### config.mk
export PLATFORM = sky130hd
export DESIGN_NAME = bg_rom_arbiter
export DESIGN_NICKNAME = d
export VERILOG_FILES = /design/src/rtl/bg_rom_arbiter.sv
export SDC_FILE = /design/constraint.sdc
export NUM_CORES = 1
export LEC_CHECK = 0
export ABC_AREA = 1
export CAP_MARGIN = 0
export CORE_ASPECT_RATIO = 0.8
export CORE_MARGIN = 5
export CORE_UTILIZATION = 42
export DETAILED_ROUTE_END_ITERATION = 10
export PLACE_DENSITY = 0.85
export SYNTH_ARGS = -nofsm -noshare
export SYNTH_HDL_FRONTEND = slang
export SYNTH_SLANG_ARGS = --single-unit
### constraint.sdc
create_clock -name vga_clk -period 4.9 [get_ports vga_clk]
set_input_delay 0.735 -clock vga_clk [delete_from_list [all_inputs] [get_ports vga_clk]]
set_output_delay 0.735 -clock vga_clk [all_outputs]
set_load 0.05 [all_outputs]
### src/rtl/bg_rom_arbiter.sv
`timescale 1ns/1ps
// -----------------------------------------------------------------------------
// bg_rom_arbiter
//
// Shares one single-port background index ROM between the real-time video
// fetch (vid) and an auxiliary reader (aux, e.g. a tile/effect engine).
// Video normally wins. Aux is guaranteed a slot once it has been denied for
// STARVE_MAX consecutive cycles. Read data coming back from the ROM is routed
// to whichever requester issued the read, using a tag pipeline that matches
// the ROM latency.
//
// Parameters
//   ADDR_W      ROM address width
//   DATA_W      ROM word (palette index) width
//   ROM_LAT     ROM read latency in vga_clk cycles, address edge to q valid (1..3)
//   STARVE_MAX  consecutive denied aux cycles before aux is forced a slot (1..255)
//
// Ports
//   vga_clk      in   sole clock, all state on the rising edge
//   reset        in   synchronous, active-high
//   vid_req      in   video read request, held until vid_gnt
//   vid_addr     in   video read address, stable while vid_req
//   vid_gnt      out  video request accepted this cycle (combinational)
//   vid_rvalid   out  vid_rdata valid (registered)
//   vid_rdata    out  video read data, zero when not valid
//   aux_req      in   aux read request, held until aux_gnt
//   aux_addr     in   aux read address, stable while aux_req
//   aux_gnt      out  aux request accepted this cycle (combinational)
//   aux_rvalid   out  aux_rdata valid (registered)
//   aux_rdata    out  aux read data, zero when not valid
//   rom_address  out  to ROM address pin
//   rom_q        in   from ROM q pin
//   vid_overrun  out  sticky: a video request was denied at least once
// -----------------------------------------------------------------------------
module bg_rom_arbiter #(
    parameter int ADDR_W     = 17,
    parameter int DATA_W     = 5,
    parameter int ROM_LAT    = 1,
    parameter int STARVE_MAX = 8
) (
    input  logic              vga_clk,
    input  logic              reset,
    input  logic              vid_req,
    input  logic [ADDR_W-1:0] vid_addr,
    output logic              vid_gnt,
    output logic              vid_rvalid,
    output logic [DATA_W-1:0] vid_rdata,
    input  logic              aux_req,
    input  logic [ADDR_W-1:0] aux_addr,
    output logic              aux_gnt,
    output logic              aux_rvalid,
    output logic [DATA_W-1:0] aux_rdata,
    output logic [ADDR_W-1:0] rom_address,
    input  logic [DATA_W-1:0] rom_q,
    output logic              vid_overrun
);

    // Starvation threshold in the width of the counter.
    localparam logic [7:0] STARVE_LIMIT = 8'(STARVE_MAX);

    // Saturating increment: the counter never runs past the threshold, so a
    // long aux denial cannot wrap it back to a small value.
    function automatic logic [7:0] sat_inc(input logic [7:0] cnt, input logic [7:0] limit);
        logic [7:0] res;
        if (cnt >= limit) begin
            res = limit;
        end else begin
            res = cnt + 8'd1;
        end
        return res;
    endfunction

    logic               force_aux_s;
    logic               vid_gnt_s;
    logic               aux_gnt_s;
    logic [ADDR_W-1:0]  rom_address_s;
    logic [ADDR_W-1:0]  hold_addr_r;
    logic [7:0]         starve_cnt_r;
    logic [ROM_LAT-1:0] tag_vid_r;
    logic [ROM_LAT-1:0] tag_aux_r;
    logic               vid_overrun_r;
    logic [DATA_W-1:0]  vid_rdata_s;
    logic [DATA_W-1:0]  aux_rdata_s;

    // Arbitration: video wins unless aux has starved long enough. No read is
    // launched while reset is asserted, so nothing enters the tag pipeline then.
    always_comb begin
        force_aux_s = (starve_cnt_r == STARVE_LIMIT);
        aux_gnt_s   = 1'b0;
        vid_gnt_s   = 1'b0;
        if (reset) begin
            aux_gnt_s = 1'b0;
            vid_gnt_s = 1'b0;
        end else begin
            aux_gnt_s = aux_req & (~vid_req | force_aux_s);
            vid_gnt_s = vid_req & ~aux_gnt_s;
        end
    end

    // ROM address mux: the granted requester drives the pin; otherwise the last
    // address is replayed so the ROM input does not toggle while idle.
    always_comb begin
        rom_address_s = hold_addr_r;
        if (vid_gnt_s) begin
            rom_address_s = vid_addr;
        end else if (aux_gnt_s) begin
            rom_address_s = aux_addr;
        end else begin
            rom_address_s = hold_addr_r;
        end
    end

    // Remember the address last presented to the ROM.
    always_ff @(posedge vga_clk) begin
        if (reset) begin
            hold_addr_r <= '0;
        end else begin
            hold_addr_r <= rom_address_s;
        end
    end

    // Count consecutive cycles in which aux asked and was refused.
    always_ff @(posedge vga_clk) begin
        if (reset) begin
            starve_cnt_r <= 8'd0;
        end else if (aux_req && !aux_gnt_s) begin
            starve_cnt_r <= sat_inc(starve_cnt_r, STARVE_LIMIT);
        end else begin
            starve_cnt_r <= 8'd0;
        end
    end

    // Owner tags travel alongside the ROM read; the last stage lines up with
    // rom_q, so its bits are the registered rvalid outputs. Reset drops every
    // in-flight tag, which silently discards those reads.
    always_ff @(posedge vga_clk) begin
        if (reset) begin
            tag_vid_r <= '0;
            tag_aux_r <= '0;
        end else begin
            tag_vid_r[0] <= vid_gnt_s;
            tag_aux_r[0] <= aux_gnt_s;
            for (int i = 1; i < ROM_LAT; i++) begin
                tag_vid_r[i] <= tag_vid_r[i-1];
                tag_aux_r[i] <= tag_aux_r[i-1];
            end
        end
    end

    // Sticky flag: any cycle where video asked but was not served.
    always_ff @(posedge vga_clk) begin
        if (reset) begin
            vid_overrun_r <= 1'b0;
        end else if (vid_req && !vid_gnt_s) begin
            vid_overrun_r <= 1'b1;
        end else begin
            vid_overrun_r <= vid_overrun_r;
        end
    end

    // Steer ROM data to its owner; the other requester sees zero.
    always_comb begin
        vid_rdata_s = '0;
        aux_rdata_s = '0;
        if (tag_vid_r[ROM_LAT-1]) begin
            vid_rdata_s = rom_q;
        end else begin
            vid_rdata_s = '0;
        end
        if (tag_aux_r[ROM_LAT-1]) begin
            aux_rdata_s = rom_q;
        end else begin
            aux_rdata_s = '0;
        end
    end

    assign vid_gnt     = vid_gnt_s;
    assign aux_gnt     = aux_gnt_s;
    assign rom_address = rom_address_s;
    assign vid_rvalid  = tag_vid_r[ROM_LAT-1];
    assign aux_rvalid  = tag_aux_r[ROM_LAT-1];
    assign vid_rdata   = vid_rdata_s;
    assign aux_rdata   = aux_rdata_s;
    assign vid_overrun = vid_overrun_r;

endmodule

Word level (Yosys, flattened, before mapping)
Index checks and enable logic that the tools add are counted.
{"block": "classes", "n_addsub": 1, "order_cmp": 1, "eq_ne": 1, "mux": 7, "bitwise_logic": 6, "n_reduce_logical": 6}
{"operator": "17-bit two-way mux", "n": 2}
{"operator": "5-bit two-way mux", "n": 2}
{"operator": "8-bit by 1-bit adder with 8-bit output, second input constant", "n": 1}
{"operator": "8-bit by 4-bit == test with 1-bit output, second input constant", "n": 1}
{"operator": "8-bit by 4-bit >= comparator with 1-bit output, second input constant", "n": 1}
{"operator": "4-bit two-way mux", "n": 1}
{"operator": "1-bit NOT", "n": 3}
{"operator": "3-bit OR reduction", "n": 1}
{"operator": "1-bit AND", "n": 2}
{"operator": "1-bit logical AND", "n": 2}
{"operator": "1-bit logical NOT", "n": 2}
{"operator": "1-bit two-way mux", "n": 2}
{"operator": "2-bit OR reduction", "n": 1}
{"operator": "1-bit OR", "n": 1}
{"block": "word_totals", "regBits": 28, "input_bits": 43, "wordCells": 28}

Longest topological paths before layout
Gate-level depths: netlist of run 1.
{"block": "depth", "depth_word": 8, "ltp_mapped": 11}

Worst setup path after synthesis of run 1
Ideal clock, no wire load.
{"block": "synth_timing", "path_kind": "input to output", "from": "input port reset", "to": "output port rom_address[10]", "arrival_time_ns": 1.887, "required_time_ns": 4.165, "setup_slack_ns": 2.278, "cell_stages": 7, "cell_sequence": "buf_2 > nor2_2 > buf_2 > nand3_1 > nand3_1 > nand2_1 > inv_1"}
{"block": "synth_via", "elab_chain_cells": 3, "word_cells_on_any_way": 4, "cone_classes": "4 x mux"}
{"element": "start: declaration", "line_no": "42", "text": "input logic reset,"}
{"element": "1-bit two-way mux", "line_no": "91", "text": "if (reset) begin"}
{"element": "17-bit two-way mux", "line_no": "106", "text": "end else if (aux_gnt_s) begin"}
{"element": "17-bit two-way mux *", "line_no": "104", "text": "if (vid_gnt_s) begin"}
{"element": "end: declaration", "line_no": "53", "text": "output logic [ADDR_W-1:0] rom_address,"}
Every way passes the cells marked *; elsewhere a longest branch is shown, timed or not.

Final worst setup path of run 1
{"block": "layout_timing", "from": "input port reset", "to": "output port rom_address[3]"}
The elaborated chain is that of the path after synthesis.

==> metrics.md, run 1 <==
| Metric | Value |
|---|---|
| Outcome | finished clean |
| Switching power as a share of total power | 32.7% |
| Routed WL | 3.66 mm |
| Number of buffers inserted during clock tree synthesis | 3 |
| Top library cells by usage in the layout, fill and taps aside | 64 x nand2_1, 56 x clkdlybuf4s50_1, 53 x inv_1, 36 x nand3_1, 28 x dfxtp_1 |
| Unrepaired setup endpoints after global routing | no |
| Total iterations of the first detailed-routing run | 4 |
| Resized cells post-CTS | 0 |
| Power per unit of standard cell area | 288 mW/mm2 |
| Setup Viol. Count Final | 0 |
| Detailed-route vias per instance | 4.49 |
| Ant diodes | 0 |
| Die ar. | 0.00467 mm2 |
| All-Layer GR Usage | 15.0% |
| Total negative slack for setup checks | 0 ns |
| Power Internal | 0.428 mW |
| Post-CTS repair timing setup buffer count | 0 |
| Max clock buf depth | 2 |
| Drt drc | 0 |
| Leakage power of the design | 1.22 nW |
| Met2 GRT Util | 24.8% |
| Maximum number of pins on one net before global-route repair | 23 |
| Post-synthesis sequential area ratio | 39.3% |
| Height of the die | 62.1 um |
| Sequential cell fraction of total power | 38.7% |
| Fmax achieved | 236 MHz |
| Clock power frac | 28.4% |
| Endpoint class of the critical path | primary output |
| Net count, final | 346 |
| Synth warn | 0 |
| Remaining Overflow, GRT | 0 |
| Area of the placeable core | 0.00335 mm2 |
| Most frequent standard cell in the layout excluding fill and tap cells | nand2_1 |
| Remaining number of nets flagged by the antenna check after routing | 0 |
| Type of the most critical hold path | reg2reg |
| Synthesis-stage register bit count | 28 |
| Final clock period utilization by the worst path | 86.5% |
| Layout Utilization | 66.0% |
| First-pass GRT wire length | 5.75 mm |
| Rel. slew slack | 48.4% |
| Mean area per synthesized cell | 6.28 um2 |
| Number of global-route vias before repair | 1356 |
| Number of max-slew violations in the final report | 0 |
| Critical Path AT | 3.50 ns |
| Period minus WS final | 4.24 ns |
| Worst hold slack across all endpoints | 0.478 ns |
| Unique cell type count in the Yosys netlist | 20 |
| Clock-pin slew on the worst setup and hold paths | 0.09 ns |
| Fraction of final layout cells with drive strength greater than 1 | 9.67% |
| Worst Path Required | 4.16 ns |
| GR Util met1 | 19.3% |
| Mapped Area | 0.00143 mm2 |
| Vias after detailed routing | 1534 |
| Antenna violations before repair | 0 |
| Half-perimeter wire length after detailed placement | 2.80 mm |
| Detailed-route wire length per cell | 10.7 um |
| CTS Root Buffer Type | clkbuf_8 |
| Routing usage on met3 | 4.35% |
| Boundary Pins | 75 |
| Relative contribution of combinational cells to total power | 32.9% |
| Hold Fails Final Rpt | 0 |
| # Max-Cap Violations | 0 |
| Gpl congestion | 0.748 |
| Slew of the pin with the lowest slew margin | 0.771 ns |
| Number of DRC violations after detailed-routing iteration 0 | 88 |
| Site Rows | 19 |
| Most heavily used metal layer in global routing | met2 |
| X dimension of the die | 75.2 um |
| Worst skew pair latency | 0.27 ns |
| Startpoint types | input port |
| P_sw | 0.208 mW |
| Number of H-tree levels | 1 |
| Area growth from synthesis to final layout | 55.1% |
| Skew final | 0.00101 ns |
| Setup Crit Path Kind | in2out |
| Maximum fanout along the worst path | 22 |
| Buffers added on ports | 74 |
| TritonCTS clock tree | done |
| Worst ir drop on vdd | 0.204 mV |
| Starting density of the core | 42.6% |
| Syn Inst Count | 227 |
| Cts-stage hold buffer count | 0 |
| Number of sinks on the clock net | 28 |
## path summary, 6_finish.rpt
check	start	endpoint	slack, ns	cells past startpoint
min reg2reg	vid_overrun	vid_overrun	0.48	2
max reg2reg	starve_cnt_r[0]	hold_addr_r[3]	2.68	9
max	reset	rom_address[3]	0.66	8
min	vid_overrun	vid_overrun	0.48	2
## per-stage QoR
step	worst slack [ns]	instances	power [mW]	area (um2)
2_1_floorplan	2.28	230	0.382	1440
3_3_place_gp	0.732	338	0.459	2140
3_5_place_dp	0.693	338	0.461	2140
4_1_cts	0.678	342	0.641	2210
5_1_grt	0.383	342	0.664	2210
6_report	0.663	342	0.636	2210
## synth_stat cells, drive strengths merged
master  number  area, um2
nor2        25       96.4
ha           2       25.0
clkbuf       1       3.75
nand3       37        190
conb         1       3.75
dfxtp       28        561
nand2       66        258
o21ai        2       21.3
nand4        1       6.26
buf          7       41.3
xnor2        1       8.76
inv         55        206
a21oi        1       5.00
## state kept, by name, indices dropped and copies added (netlist names)
| signal | count |
|---|---|
| vid_overrun | 1 |
| aux_rvalid | 1 |
| vid_rvalid | 1 |
| hold_addr_r | 17 |
| starve_cnt_r | 8 |
## power by group through the flow
stage,combinational [mW],clock (mW),sequential [mW]
after floorplan,0.127,0,0.255
after global routing,0.225,0.191,0.248
final,0.209,0.181,0.246
after detailed placement,0.210,0,0.252
after global placement,0.208,0,0.251
after CTS,0.211,0.184,0.247
## worst max-delay path: stages
cell and delay, ns:
clkdlybuf4s50_1 0.81, nor2_2 0.73, nand2_1 0.60, nand2_1 0.20, nand3_1 0.10, nand2_1 0.09
inv_1 0.05, buf_4 0.18
## area by class of cell
cell class	count	area [um2]
tap	42	52.6
inverter	55	206
clock buffer	3	41.3
fill	308	1140
sequential	28	561
multi-input combinational	139	626
timing repair buffer	74	696
clock inverter	1	30.0
## routing by layer
| metal | vias up | share of wire, % |
|---|---|---|
| li1 | 806 | - |
| met5 | - | 0 |
| met4 | 0 | 0.82 |
| met2 | 69 | 44 |
| met3 | 5 | 11 |
| met1 | 654 | 44 |
## logic make-up after synthesis
| family | count (synthesis) | share of synthesized area [%] |
|---|---|---|
| AO/OA/AOI/OAI | 3 | 1.84 |
| XOR/XNOR | 1 | 0.614 |
| adder cells (fa/ha/maj) | 2 | 1.75 |
| buffers and inverters | 63 | 17.6 |
| flip-flops | 28 | 39.3 |
| other | 1 | 0.263 |
| AND/OR/NAND/NOR | 129 | 38.6 |
No activity file was read; power rests on OpenSTA's default activity.
==> inputs of run 2 (changes only) <==
--- a/config.mk
+++ b/config.mk
@@ -11,6 +11,7 @@
 export CORE_MARGIN = 5
 export CORE_UTILIZATION = 42
 export DETAILED_ROUTE_END_ITERATION = 10
+export MAX_ROUTING_LAYER = met4
 export PLACE_DENSITY = 0.85
 export SYNTH_ARGS = -nofsm -noshare
 export SYNTH_HDL_FRONTEND = slang
==> run 2 against run 1 <==
  * Sequential cell count did not move
  * Critical path type unchanged
  * Routed wire length increased by 0.41%
  * Sequential power is essentially flat
  * Critical endpoint unchanged
  * Combinational power about the same
  * Largest power group unchanged
  * Global-route usage is 0.40 points higher
  * Power is 0.23% higher
  * Largest cell class unchanged
  * Clock-buffer cell count did not move
==> metrics.md, run 2 (synthesis results as in run 1) <==
| Metric | Value |
|---|---|
| Outcome | finished clean (unchanged) |
| Worst Path Required | 4.16 ns (about the same) |
| Skew final | 0.00374 ns (was 0.00101 ns) |
| Final cell count without fillers | 342 (unchanged) |
| Final clock period utilization by the worst path | 86.4% (was 86.5%) |
| Ant diodes | 0 (unchanged) |
| Number of max-slew violations in the final report | 0 (unchanged) |
| Maximum number of pins on one net before global-route repair | 23 (unchanged) |
| Area of the placeable core | 0.00335 mm2 (unchanged) |
| Relative contribution of combinational cells to total power | 32.8% (was 32.9%) |
| Fraction of final layout cells with drive strength greater than 1 | 9.67% (unchanged) |
| Top library cells by usage in the layout, fill and taps aside | 64 x nand2_1, 56 x clkdlybuf4s50_1, 53 x inv_1, 36 x nand3_1, 28 x dfxtp_1 (unchanged) |
| Setup Viol. Count Final | 0 (unchanged) |
| Detailed-route vias per instance | 4.49 (about the same) |
| Worst skew pair latency | 0.28 ns (was 0.27 ns) |
| Worst Hold Path Cells | 2 (unchanged) |
| Most frequent standard cell in the layout excluding fill and tap cells | nand2_1 (unchanged) |
| Fmax achieved | 236 MHz (about the same) |
| Number of DRC violations after detailed-routing iteration 0 | 88 (unchanged) |
| Placed Instances | 338 (unchanged) |
| P_sw | 0.210 mW (was 0.208 mW) |
| Worst hold slack across all endpoints | 0.479 ns (was 0.478 ns) |
| Filler instances | 308 (unchanged) |
| First-pass GRT wire length | 5.74 mm (was 5.75 mm) |
| Number of global-route vias before repair | 1358 (was 1356) |
| Antenna violations before repair | 0 (unchanged) |
| Number of buffers inserted during clock tree synthesis | 3 (unchanged) |
| TritonCTS clock tree | done (unchanged) |
| Unrepaired setup endpoints after global routing | no (unchanged) |
| Setup Crit Path Kind | in2out (unchanged) |
| Half-perimeter wire length after detailed placement | 2.80 mm (unchanged) |
| Startpoint types | input port (unchanged) |
| Remaining Overflow, GRT | 0 (unchanged) |
| Period minus WS final | 4.23 ns (was 4.24 ns) |
| Buffers added on ports | 74 (unchanged) |
| Vias after detailed routing | 1535 (was 1534) |
| Rel. slew slack | 48.4% (about the same) |
| Most flop-heavy register | hold_addr_r (unchanged) |
| Site Rows | 19 (unchanged) |
| Drt drc | 0 (unchanged) |
| Boundary Pins | 75 (unchanged) |
| Net count, final | 346 (unchanged) |
| Gpl congestion | 0.758 (was 0.748) |
| Hold Fails Final Rpt | 0 (unchanged) |
| Number of H-tree levels | 1 (unchanged) |
| X dimension of the die | 75.2 um (unchanged) |
| All-Layer GR Usage | 15.5% (was 15.0%) |
| Max reg flops | 17 (unchanged) |
| Starting density of the core | 42.6% (unchanged) |
| Resized cells post-CTS | 0 (unchanged) |
| Clock power frac | 28.6% (was 28.4%) |
| Sequential cell fraction of total power | 38.6% (was 38.7%) |
| Die ar. | 0.00467 mm2 (unchanged) |
| Type of the most critical hold path | reg2reg (unchanged) |
| Critical Path AT | 3.50 ns (about the same) |
| Total iterations of the first detailed-routing run | 4 (unchanged) |
| Remaining number of nets flagged by the antenna check after routing | 0 (unchanged) |
| Total negative slack for setup checks | 0 ns (unchanged) |
| Regs by FF count | hold_addr_r: 17 flops, starve_cnt_r: 8 flops (unchanged) |
| R2R depth | 9 (unchanged) |
| # Max-Cap Violations | 0 (unchanged) |
| Number of sinks on the clock net | 28 (unchanged) |
| Leakage power of the design | 1.22 nW (unchanged) |
| Total power after layout | 0.638 mW (was 0.636 mW) |
| Maximum fanout along the worst path | 22 (unchanged) |
| Clock-pin slew on the worst setup and hold paths | 0.10 ns (was 0.09 ns) |
| Power per unit of standard cell area | 288 mW/mm2 (about the same) |
| Switching power as a share of total power | 32.9% (was 32.7%) |
| Area growth from synthesis to final layout | 55.1% (unchanged) |
| Detailed-route wire length per cell | 10.7 um (about the same) |
| Power Internal | 0.428 mW (about the same) |
| Routed WL | 3.68 mm (was 3.66 mm) |
| Height of the die | 62.1 um (unchanged) |
| Post-CTS repair timing setup buffer count | 0 (unchanged) |
| CTS Root Buffer Type | clkbuf_8 (unchanged) |
| Cts-stage hold buffer count | 0 (unchanged) |
| Endpoint class of the critical path | primary output (unchanged) |
| Max clock buf depth | 2 (unchanged) |
| Slew of the pin with the lowest slew margin | 0.771 ns (about the same) |
| Worst ir drop on vdd | 0.206 mV (was 0.204 mV) |
## run 2: cell counts in the layout (fill, tap and decap cells not counted)
No cell type changed its count.
## run 2: per-layer routing
metal | global-route usage (%) | share of wire [%]
met5 | - | 0
met4 | 3.28 | 0.84
met2 | 24.8 | 44
met3 | 4.03 | 11
met1 | 19.4 | 44
## run 2: metrics by stage
stage                     util, %  worst slack, ns  area, um2
after floorplan                 -             2.28       1440
after global placement       63.9            0.732       2140
after detailed placement     63.9            0.693       2140
after CTS                    66.0            0.678       2210
after global routing         66.0            0.383       2210
final                        66.0            0.667       2210
## run 2: final timing paths
path / from / endpoint / slack, ns
worst max-delay path: reset / rom_address[3] / 0.67
worst min register to register: vid_overrun / vid_overrun / 0.48
worst min-delay path: vid_overrun / vid_overrun / 0.48
worst max register to register: starve_cnt_r[0] / hold_addr_r[3] / 2.69
## run 2: final cells by class
class	count	area (um2)	area share, %
inverters	55	206	9.33
multi-input cells	139	626	28.3
flip-flops and latches	28	561	25.3
clock buffers	3	41.3	1.87
repair buffers	74	696	31.4
clock inverters	1	30.0	1.36
well taps	42	52.6	2.38
## run 2: power groups by stage
| stage | logic, mW | registers (mW) | clock network, mW |
|---|---|---|---|
| 6_report | 0.209 | 0.246 | 0.182 |
| 4_1_cts | 0.211 | 0.247 | 0.184 |
| 5_1_grt | 0.225 | 0.248 | 0.191 |
| 2_1_floorplan | 0.127 | 0.255 | 0 |
| 3_5_place_dp | 0.210 | 0.252 | 0 |
| 3_3_place_gp | 0.208 | 0.251 | 0 |
## run 2: worst max-delay path, stage by stage
cell,delay [ns]
clkdlybuf4s50_1,0.81
nor2_2,0.73
nand2_1,0.60
nand2_1,0.20
nand3_1,0.10
nand2_1,0.09
inv_1,0.05
buf_4,0.18
==> inputs of run 3 (changes only) <==
--- a/config.mk
+++ b/config.mk
@@ -16,3 +16,4 @@
 export SYNTH_ARGS = -nofsm -noshare
 export SYNTH_HDL_FRONTEND = slang
 export SYNTH_SLANG_ARGS = --single-unit
+export TNS_END_PERCENT = 1
==> results of run 3 <==
No change in the layout: final DEF, timing and power equal those of run 2.
